$ cat src/rtl/parc_dmemresp_pkg.sv
// parc_dmemresp_pkg: load-type encoding shared by the dmem response path
package parc_dmemresp_pkg;
  typedef logic [2:0] ld_type_t;
  localparam ld_type_t LD_W  = 3'd0;
  localparam ld_type_t LD_B  = 3'd1;
  localparam ld_type_t LD_BU = 3'd2;
  localparam ld_type_t LD_H  = 3'd3;
  localparam ld_type_t LD_HU = 3'd4;
  function automatic logic ld_illegal(input ld_type_t t);
    return t > LD_HU;
  endfunction
endpackage

$ cat src/rtl/parc_dmemresp_subword.sv
// parc_dmemresp_subword: extracts and extends the addressed byte/halfword of a load response
module parc_dmemresp_subword
  import parc_dmemresp_pkg::*;
(
  input  logic [31:0] data,
  input  ld_type_t    typ,
  input  logic [1:0]  offset,
  output logic [31:0] fmt,
  output logic        illegal
);
  logic [7:0]  b;
  logic [15:0] h;
  always_comb begin
    b = data[{offset, 3'b000} +: 8];
    h = offset[1] ? data[31:16] : data[15:0];
    illegal = ld_illegal(typ);
    fmt = typ == LD_W  ? data :
          typ == LD_B  ? {{24{b[7]}}, b} :
          typ == LD_BU ? {24'h0, b} :
          typ == LD_H  ? {{16{h[15]}}, h} :
          typ == LD_HU ? {16'h0, h} : 32'h0;
  end
endmodule

$ cat src/rtl/parc_dmemresp_queue.sv
// parc_dmemresp_queue: formats dmem load responses and buffers them for writeback,
// with optional zero-latency pass-through when empty
module parc_dmemresp_queue
  import parc_dmemresp_pkg::*;
#(
  parameter int p_depth     = 2,
  parameter bit p_bypass    = 1,
  parameter int p_cnt_nbits = 5
) (
  input  logic                   clk,
  input  logic                   reset,
  input  logic                   enq_val,
  output logic                   enq_rdy,
  input  logic [31:0]            enq_data,
  input  logic [2:0]             enq_type,
  input  logic [1:0]             enq_offset,
  output logic                   deq_val,
  input  logic                   deq_rdy,
  output logic [31:0]            deq_data,
  output logic [p_cnt_nbits-1:0] count,
  output logic                   full,
  output logic                   empty,
  output logic                   err_type
);
  localparam int PW = p_depth > 1 ? $clog2(p_depth) : 1;
  localparam logic [PW-1:0] LAST = PW'(p_depth - 1);
  localparam logic [p_cnt_nbits-1:0] DEPTH = p_cnt_nbits'(p_depth);
  logic [31:0] mem_q [p_depth];
  logic [PW-1:0] head_q, head_d, tail_q, tail_d;
  logic [p_cnt_nbits-1:0] count_q, count_d;
  logic err_q, err_d;
  logic [31:0] fmt;
  logic illegal, bypass, enq_fire, do_enq, do_deq;
  parc_dmemresp_subword u_subword (
    .data    (enq_data),
    .typ     (enq_type),
    .offset  (enq_offset),
    .fmt     (fmt),
    .illegal (illegal)
  );
  always_comb begin
    full = count_q == DEPTH;
    empty = count_q == '0;
    count = count_q;
    err_type = err_q;
    enq_rdy = !full && !reset;
    bypass = p_bypass && empty && enq_val && !reset;
    deq_val = !reset && (!empty || bypass);
    deq_data = empty ? fmt : mem_q[head_q];
    enq_fire = enq_val && enq_rdy;
    // a bypass that is consumed this cycle never touches storage
    do_enq = enq_fire && !(bypass && deq_rdy);
    do_deq = deq_val && deq_rdy && !empty;
    head_d = do_deq ? (head_q == LAST ? '0 : head_q + 1'b1) : head_q;
    tail_d = do_enq ? (tail_q == LAST ? '0 : tail_q + 1'b1) : tail_q;
    count_d = count_q + p_cnt_nbits'(do_enq) - p_cnt_nbits'(do_deq);
    err_d = err_q || (enq_fire && illegal);
  end
  always_ff @(posedge clk or posedge reset) begin
    if (reset) begin
      head_q <= '0;
      tail_q <= '0;
      count_q <= '0;
      err_q <= 1'b0;
    end else begin
      head_q <= head_d;
      tail_q <= tail_d;
      count_q <= count_d;
      err_q <= err_d;
    end
  end
  always_ff @(posedge clk) begin
    if (do_enq) mem_q[tail_q] <= fmt;
  end
endmodule

$ cat config.mk
export PLATFORM = sky130hd
export DESIGN_NAME = parc_dmemresp_queue
export DESIGN_NICKNAME = d
export VERILOG_FILES = /design/src/rtl/parc_dmemresp_pkg.sv /design/src/rtl/parc_dmemresp_subword.sv /design/src/rtl/parc_dmemresp_queue.sv
export SDC_FILE = /design/constraint.sdc
export NUM_CORES = 1
export LEC_CHECK = 0
export BUFFER_PORTS_ARGS = -buffer_cell sky130_fd_sc_hd__buf_2
export CORE_MARGIN = 1.5
export CORE_UTILIZATION = 59
export CTS_CLUSTER_DIAMETER = 50
export CTS_CLUSTER_SIZE = 14
export DETAILED_ROUTE_END_ITERATION = 8
export GPL_ROUTABILITY_DRIVEN = 0
export PLACE_DENSITY_LB_ADDON = 0.1
export SYNTH_ARGS = -nofsm -noshare
export SYNTH_HDL_FRONTEND = slang
export SYNTH_HIERARCHICAL = 1
export SYNTH_SLANG_ARGS = --single-unit
$ cat constraint.sdc
create_clock -name clk -period 5.4 [get_ports clk]
set_input_delay 0.27 -clock clk [delete_from_list [all_inputs] [get_ports clk]]
set_output_delay 0.27 -clock clk [all_outputs]
set_load 0.02 [all_outputs]
==> results of run 1 <==
## routing by layer
layer,GRT usage,vias up
met3,0.0442,15
met4,0.106,0
met5,0,-
li1,-,1370
met2,0.431,124
met1,0.363,1340
## worst paths after layout
path | to | depth (start not counted)
max | count[4]$_DFF_PP0_ | 13
min reg2reg | err_type$_DFF_PP0_ | 1
max in group asynchronous | head_q$_DFFE_PP0P_ | 3
min | err_type$_DFF_PP0_ | 2
min in group asynchronous | count[0]$_DFF_PP0_ | 3
max reg2reg | count[4]$_DFF_PP0_ | 13
## registers in the layout, summed over array words and instances, names as in the netlist
name	count
head_q	1
err_type	1
count	5
mem_q	64
tail_q	1
## timing repair
action / CTS / global route
endpoints found under the hold margin: 8 / 0
resized for setup: 0 / 0
hold buffers: 1 / 0
## per-stage QoR
step	area (sq um)	cells	setup WS (ns)
floorplan	3920	327	2.40
global placement	4330	470	2.48
detailed placement	4330	470	2.36
CTS	4520	487	2.36
global route	4520	487	2.10
finish	4520	487	2.37
## placed cells by master (no fill, tap or decap), types with 2 or more instances in the layout
| cell type | count |
|---|---|
| buf_2 | 82 |
| edfxtp_1 | 64 |
| mux2i_1 | 39 |
| nand2_1 | 37 |
| o21ai_0 | 33 |
| a21o_1 | 17 |
| inv_1 | 16 |
| nor2_1 | 13 |
| a21oi_1 | 9 |
| clkbuf_8 | 9 |
| o21ai_1 | 7 |
| dfrtp_1 | 7 |
| a2bb2oi_1 | 7 |
| ha_1 | 6 |
| a221o_1 | 6 |
| xor2_1 | 4 |
| buf_4 | 4 |
| xnor2_1 | 3 |
| clkinv_1 | 3 |
| and3_1 | 3 |
| nor3b_1 | 2 |
| nand2b_1 | 2 |
| a211o_1 | 2 |
| nor2_2 | 2 |
| o31ai_1 | 2 |
| nor3_1 | 2 |
| mux4_2 | 2 |
## cell families (layout without fill, tap and decap cells)
kind of cell	Yosys count	after routing	synth area share
AND/OR/NAND/NOR	70	70	0.0887
AO/OA/AOI/OAI	92	92	0.158
multiplexers	43	43	0.121
flip-flops	72	72	0.541
adder cells (fa/ha/maj)	7	7	0.0242
buffers and inverters	36	119	0.0517
XOR/XNOR	7	7	0.0156
## final cells by class
cell class / instances / share of cell area
flip-flops and latches: 72 / 0.469
multi-input cells: 219 / 0.355
repair buffers: 87 / 0.0996
clock buffers: 9 / 0.0274
well taps: 77 / 0.0213
clock inverters: 7 / 0.0138
inverters: 16 / 0.0133
## synth_stat cells, drive strengths merged (3+ instances only)
library cell / number
clkbuf: 3
xor2: 4
ha: 6
nor2: 16
a21o: 17
and3: 3
mux2i: 39
o21ai: 40
buf: 17
edfxtp: 64
a2bb2oi: 7
inv: 16
a221o: 6
dfrtp: 8
nand2: 37
a21oi: 9
nor3: 3
mux4: 3
xnor2: 3
## power by group
| part | total [mW] | internal (mW) | switching [mW] | leakage [nW] |
|---|---|---|---|---|
| clock | 0.406 | 0.208 | 0.197 | 0.0917 |
| sequential | 0.827 | 0.714 | 0.114 | 0.689 |
| combinational | 0.774 | 0.317 | 0.457 | 1.18 |
| total | 2.01 | 1.24 | 0.768 | 1.96 |
==> run summary, run 1 <==
Source of the worst hold timing path - enq_val
Crit path launch type - flip-flop
Die area - 7140 sq um
R2r startpoint - count[3]$_DFF_PP0_
Die Ht - 84.5 um
Maximum buffer depth of the clock tree - 2
Hold Slack - 0.205 ns
Synthesized instance count - 327
Synthesized flop and latch total - 72
Overall routing resource usage - 0.267
Row count - 29
Syn_nets - 375
R2r setup slk - 2.37 ns
Yosys top cell area share - 0.490
Vias in the first global route - 2855
Share of the yosys chip area belonging to registers - 0.541
DRC Markers - 0
Worst Tran Pin Value - 1.01 ns
CTS tree - built
Final Cycle Share - 0.561
Relative slew slack - 0.324
Worst Path Arrival - 3.30 ns
I/O pins - 83
Total of max-cap violations - 0
CP max stage delay - 0.51 ns
Synthesis-to-layout area growth - 15.3%
Clk_skew - 0.00720 ns
Iter 0 DRT Violations - 317
Final nets - 453
LEAKAGE - 1.96 nW
CP Cell Sequence - inv_1 > ha_1 > nor4b_4 > buf_4 > nor3b_1 > ha_1 > inv_1 > ha_1 > inv_1 > fa_1 > nand2b_1 > a21oi_1 > xnor2_1
Peak supply drop - 0.435 mV
Distinct cells, synth - 46
Number of flops mapped to enable cells by yosys - 64
Area of the core - 6390 sq um
Clk sinks - 72
Post-CTS Repair Setup Buffers - 0
Mapped Area - 3920 sq um
Post-DP HPWL - 6040 um
Post-synth top area cell - edfxtp_1
TritonRoute pass-1 iters - 5
Die X - 84.5 um
Post-Syn Area per Cell - 12.0 sq um
PD cells - 444 nW/um^2
Starting density of the core - 0.614
Synth warn - 6
H-tree depth - 3
Largest net degree at the start of global routing - 68
Final min period - 3.03 ns
CTS Root Cell - clkbuf_8
Top_reg_cell synth - edfxtp_1
Synth async-reset ratio - 0.111
Setup crit end kind - flip-flop
Clock latency on the worst-skew pair - 0.34 ns
Drt wl/cell - 18.1 um
Initial antenna violation count - 0
Register Area - 2120 sq um
Highest net fanout along the worst path - 67
Met2 wire len - 4300 um
Drt total wl - 8830 um
CP Class - reg2reg
Met3 wire length - 583 um
Total power - 2.01 mW
Unrepaired setup endpoints after global routing - false
Largest cells by area after synthesis - edfxtp_1 49%, mux2i_1 10%, dfrtp_1 5.1%, o21ai_0 4.2%, nand2_1 3.5%
# setup viols final - 0
Slowest-stage cell, CP - buf_4
Top sig layer - met4
Crit. Startpoint - count[3]$_DFF_PP0_
Via count - 2849
Diode count - 0
Worst hold path class - in2reg
Multi-input logic area - 1610 sq um
IO Port Bufs - 82
Total Negative Setup Slacks - 0 ns
Critical path's top delay family - adder cells
DRT antenna net count - 0
Status - finished, final reports clean
Worst Path Buf+Inv - 4
Vias per std cell - 5.85
Wl on met1 - 3780 um
Gr ovfl total - 0
First-pass GRT wire length - 14600 um
Worst-path clk slew - 0.08 ns
Layout cells sized above 1 - 0.273
Pins over their slew limit - 0
Fillers - 495
Data required, critical path - 5.67 ns
Final core utilization - 0.708
Fmax - 330 MHz
CTS Buf Count - 9
Hold Vio Cnt, Final - 0
Power figures use the tool's default switching activity.
==> inputs of run 2 (changes only) <==
--- a/config.mk
+++ b/config.mk
@@ -7,7 +7,7 @@
 export LEC_CHECK = 0
 export BUFFER_PORTS_ARGS = -buffer_cell sky130_fd_sc_hd__buf_2
 export CORE_MARGIN = 1.5
-export CORE_UTILIZATION = 59
+export CORE_UTILIZATION = 55
 export CTS_CLUSTER_DIAMETER = 50
 export CTS_CLUSTER_SIZE = 14
 export DETAILED_ROUTE_END_ITERATION = 8
==> constraint.sdc (replaced) <==
create_clock -name clk -period 2.8 [get_ports clk]
set_input_delay 0.14 -clock clk [delete_from_list [all_inputs] [get_ports clk]]
set_output_delay 0.14 -clock clk [all_outputs]
set_load 0.02 [all_outputs]
==> run 2 against run 1 <==
Effect of this change:
- setup slack worse by 2.2 ns
- clock skew is 0.0048 ns higher
- sequential power is 86% higher
- die area is 7.0% higher
- critical path type unchanged
- via count is 3.2% higher
- core utilization is 2.6 points lower
- flip-flop and latch count stayed put
==> run summary, run 2 (synthesized netlist as in run 1, its figures left out) <==
Final Cycle Share - 0.941 (was 0.561)
Most frequent cells in the layout - 82 x buf_2, 64 x edfxtp_1, 39 x mux2i_1 (unchanged)
Wl on met1 - 3950 um (was 3780 um)
Met2 wire len - 4360 um (was 4300 um)
Overall routing resource usage - 0.260 (was 0.267)
Slowest-stage cell, CP - dfrtp_1 (was buf_4)
Clock latency on the worst-skew pair - 0.36 ns (was 0.34 ns)
CP Cell Sequence - inv_1 > ha_1 > nor3b_2 > a211o_1 > ha_1 > inv_1 > ha_1 > inv_1 > fa_2 > nand2b_1 > a21oi_2 > xnor2_1 (was inv_1 > ha_1 > nor4b_4 > buf_4 > nor3b_1 > ha_1 > inv_1 > ha_1 > inv_1 > fa_1 > nand2b_1 > a21oi_1 > xnor2_1)
Diode count - 0 (unchanged)
PD cells - 881 nW/um^2 (was 444 nW/um^2)
Setup crit end kind - flip-flop (unchanged)
Unrepaired setup endpoints after global routing - false (unchanged)
Crit. Startpoint - count[2]$_DFF_PP0_ (was count[3]$_DFF_PP0_)
Layout cells sized above 1 - 0.302 (was 0.273)
Largest net degree at the start of global routing - 67 (was 68)
Worst Tran Pin Value - 0.726 ns (was 1.01 ns)
Relative slew slack - 0.509 (was 0.324)
IO Port Bufs - 82 (unchanged)
CP max stage delay - 0.37 ns (was 0.51 ns)
Reg-to-reg endpoint - count[4]$_DFF_PP0_ (unchanged)
# setup viols final - 0 (unchanged)
CP Class - reg2reg (unchanged)
Vias per std cell - 5.73 (was 5.85)
Worst hold path class - in2reg (unchanged)
Gr ovfl total - 0 (unchanged)
Hold Slack - 0.0591 ns (was 0.205 ns)
Status - finished, final reports clean (unchanged)
Pins over their slew limit - 0 (unchanged)
TritonRoute pass-1 iters - 5 (unchanged)
Area of placed instances - 4390 sq um (was 4330 sq um)
Vias in the first global route - 2828 (was 2855)
Hold Vio Cnt, Final - 0 (unchanged)
Total power - 4.10 mW (was 2.01 mW)
Drt wl/cell - 17.8 um (was 18.1 um)
Biggest register - mem_q (unchanged)
Top sig layer - met4 (unchanged)
CTS Root Cell - clkbuf_8 (unchanged)
Starting density of the core - 0.574 (was 0.614)
Data required, critical path - 3.07 ns (was 5.67 ns)
Drt total wl - 9120 um (was 8830 um)
LEAKAGE - 2.02 nW (was 1.96 nW)
Maximum buffer depth of the clock tree - 2 (unchanged)
Fin area - 4660 sq um (was 4520 sq um)
Synthesis-to-layout area growth - 18.9% (was 15.3%)
DRC Markers - 0 (unchanged)
Post-DP HPWL - 6360 um (was 6040 um)
Final nets - 460 (was 453)
Via count - 2940 (was 2849)
Largest register FFs - 64 (unchanged)
Die X - 87.4 um (was 84.5 um)
I/O pins - 83 (unchanged)
Met3 wire length - 695 um (was 583 um)
Total of max-cap violations - 0 (unchanged)
Commonest non-fill, non-tap cell in the layout - buf_2 (unchanged)
CTS tree - built (unchanged)
First-pass GRT wire length - 14700 um (was 14600 um)
Worst-path clk slew - 0.08 ns (about the same)
R2r startpoint - count[2]$_DFF_PP0_ (was count[3]$_DFF_PP0_)
Placement Setup Slack - 0.0707 ns (was 2.36 ns)
Iter 0 DRT Violations - 244 (was 317)
Crit path launch type - flip-flop (unchanged)
Fillers - 546 (was 495)
DRT antenna net count - 0 (unchanged)
Setup ws final - 0.166 ns (was 2.37 ns)
Clk_skew - 0.0120 ns (was 0.00720 ns)
Crit path to - count[4]$_DFF_PP0_ (unchanged)
Peak supply drop - 0.614 mV (was 0.435 mV)
Row count - 30 (was 29)
Fmax - 380 MHz (was 330 MHz)
Die Ht - 87.4 um (was 84.5 um)
Highest net fanout along the worst path - 3 (was 67)
Worst Path Arrival - 2.91 ns (was 3.30 ns)
Final min period - 2.63 ns (was 3.03 ns)
Clk sinks - 72 (unchanged)
Area of the core - 6830 sq um (was 6390 sq um)
Worst Reg-to-Reg Cells - 12 (was 13)
R2r setup slk - 0.17 ns (was 2.37 ns)
H-tree depth - 3 (unchanged)
CTS Buf Count - 9 (unchanged)
Initial antenna violation count - 0 (unchanged)
Die area - 7640 sq um (was 7140 sq um)
## run 2: cell count changes in the layout (fill, tap and decap cells not counted), sizes merged
cell    previous run  this run
buf               86        93
bufinv             1         2
clkinv             5         3
inv               16        17
## run 2: power by group
| group | switching [mW] | leakage (nW) | internal (mW) |
|---|---|---|---|
| clock network | 0.410 | 0.110 | 0.503 |
| registers | 0.158 | 0.689 | 1.38 |
| logic | 0.984 | 1.22 | 0.671 |
## run 2: worst min-delay path by stage
stage             from            endpoint  depth (start not counted)  slack, ns
3_5_place_dp     reset  tail_q$_DFFE_PP0P_                          2       0.17
6_report       enq_val  err_type$_DFF_PP0_                          2       0.06
5_1_grt        enq_val  err_type$_DFF_PP0_                          2       0.07
2_1_floorplan    reset  count[0]$_DFF_PP0_                          1      -0.04
3_3_place_gp     reset  tail_q$_DFFE_PP0P_                          2       0.17
4_1_cts        enq_val  err_type$_DFF_PP0_                          2       0.05
## run 2: cell type report
class                      count  area [sq um]  share of cell area
multi-input combinational    219          1620               0.348
clock inverter                 7          95.1              0.0204
inverter                      16          60.1              0.0129
clock buffer                   9           124              0.0266
sequential                    72          2120               0.456
timing repair buffer          94           515               0.111
tap                           96           120              0.0258
## run 2: metal layers
layer  GRT usage  vias to the layer above
met5           0                        -
met4      0.0866                        0
met3      0.0739                       11
met2       0.399                      124
met1       0.356                     1419
li1            -                     1386
## run 2: per-stage QoR
stage	cells	utilization	setup TNS [ns]
after global placement	493	0.643	0
after global routing	513	0.682	0
after CTS	510	0.677	0
final	513	0.682	0
after floorplan	327	-	-12.84
after detailed placement	493	0.643	0
## run 2: critical path, delay by kind of cell (launching register included)
| kind | cells | cell delay, ns |
|---|---|---|
| flops | 1 | 0.37 |
| buf+inv | 3 | 0.19 |
| xor+xnor | 1 | 0.13 |
| fa+ha+maj | 4 | 1.02 |
| simple gates | 2 | 0.33 |
| compound gates | 2 | 0.50 |
## run 2: timing repair
action / 4_1_cts / 5_1_grt
gates resized for setup: 0 / 4
setup buffers: 0 / 3
endpoints found under the hold margin: 8 / 0
hold buffers: 1 / 0
setup endpoints to repair: 0 / 1
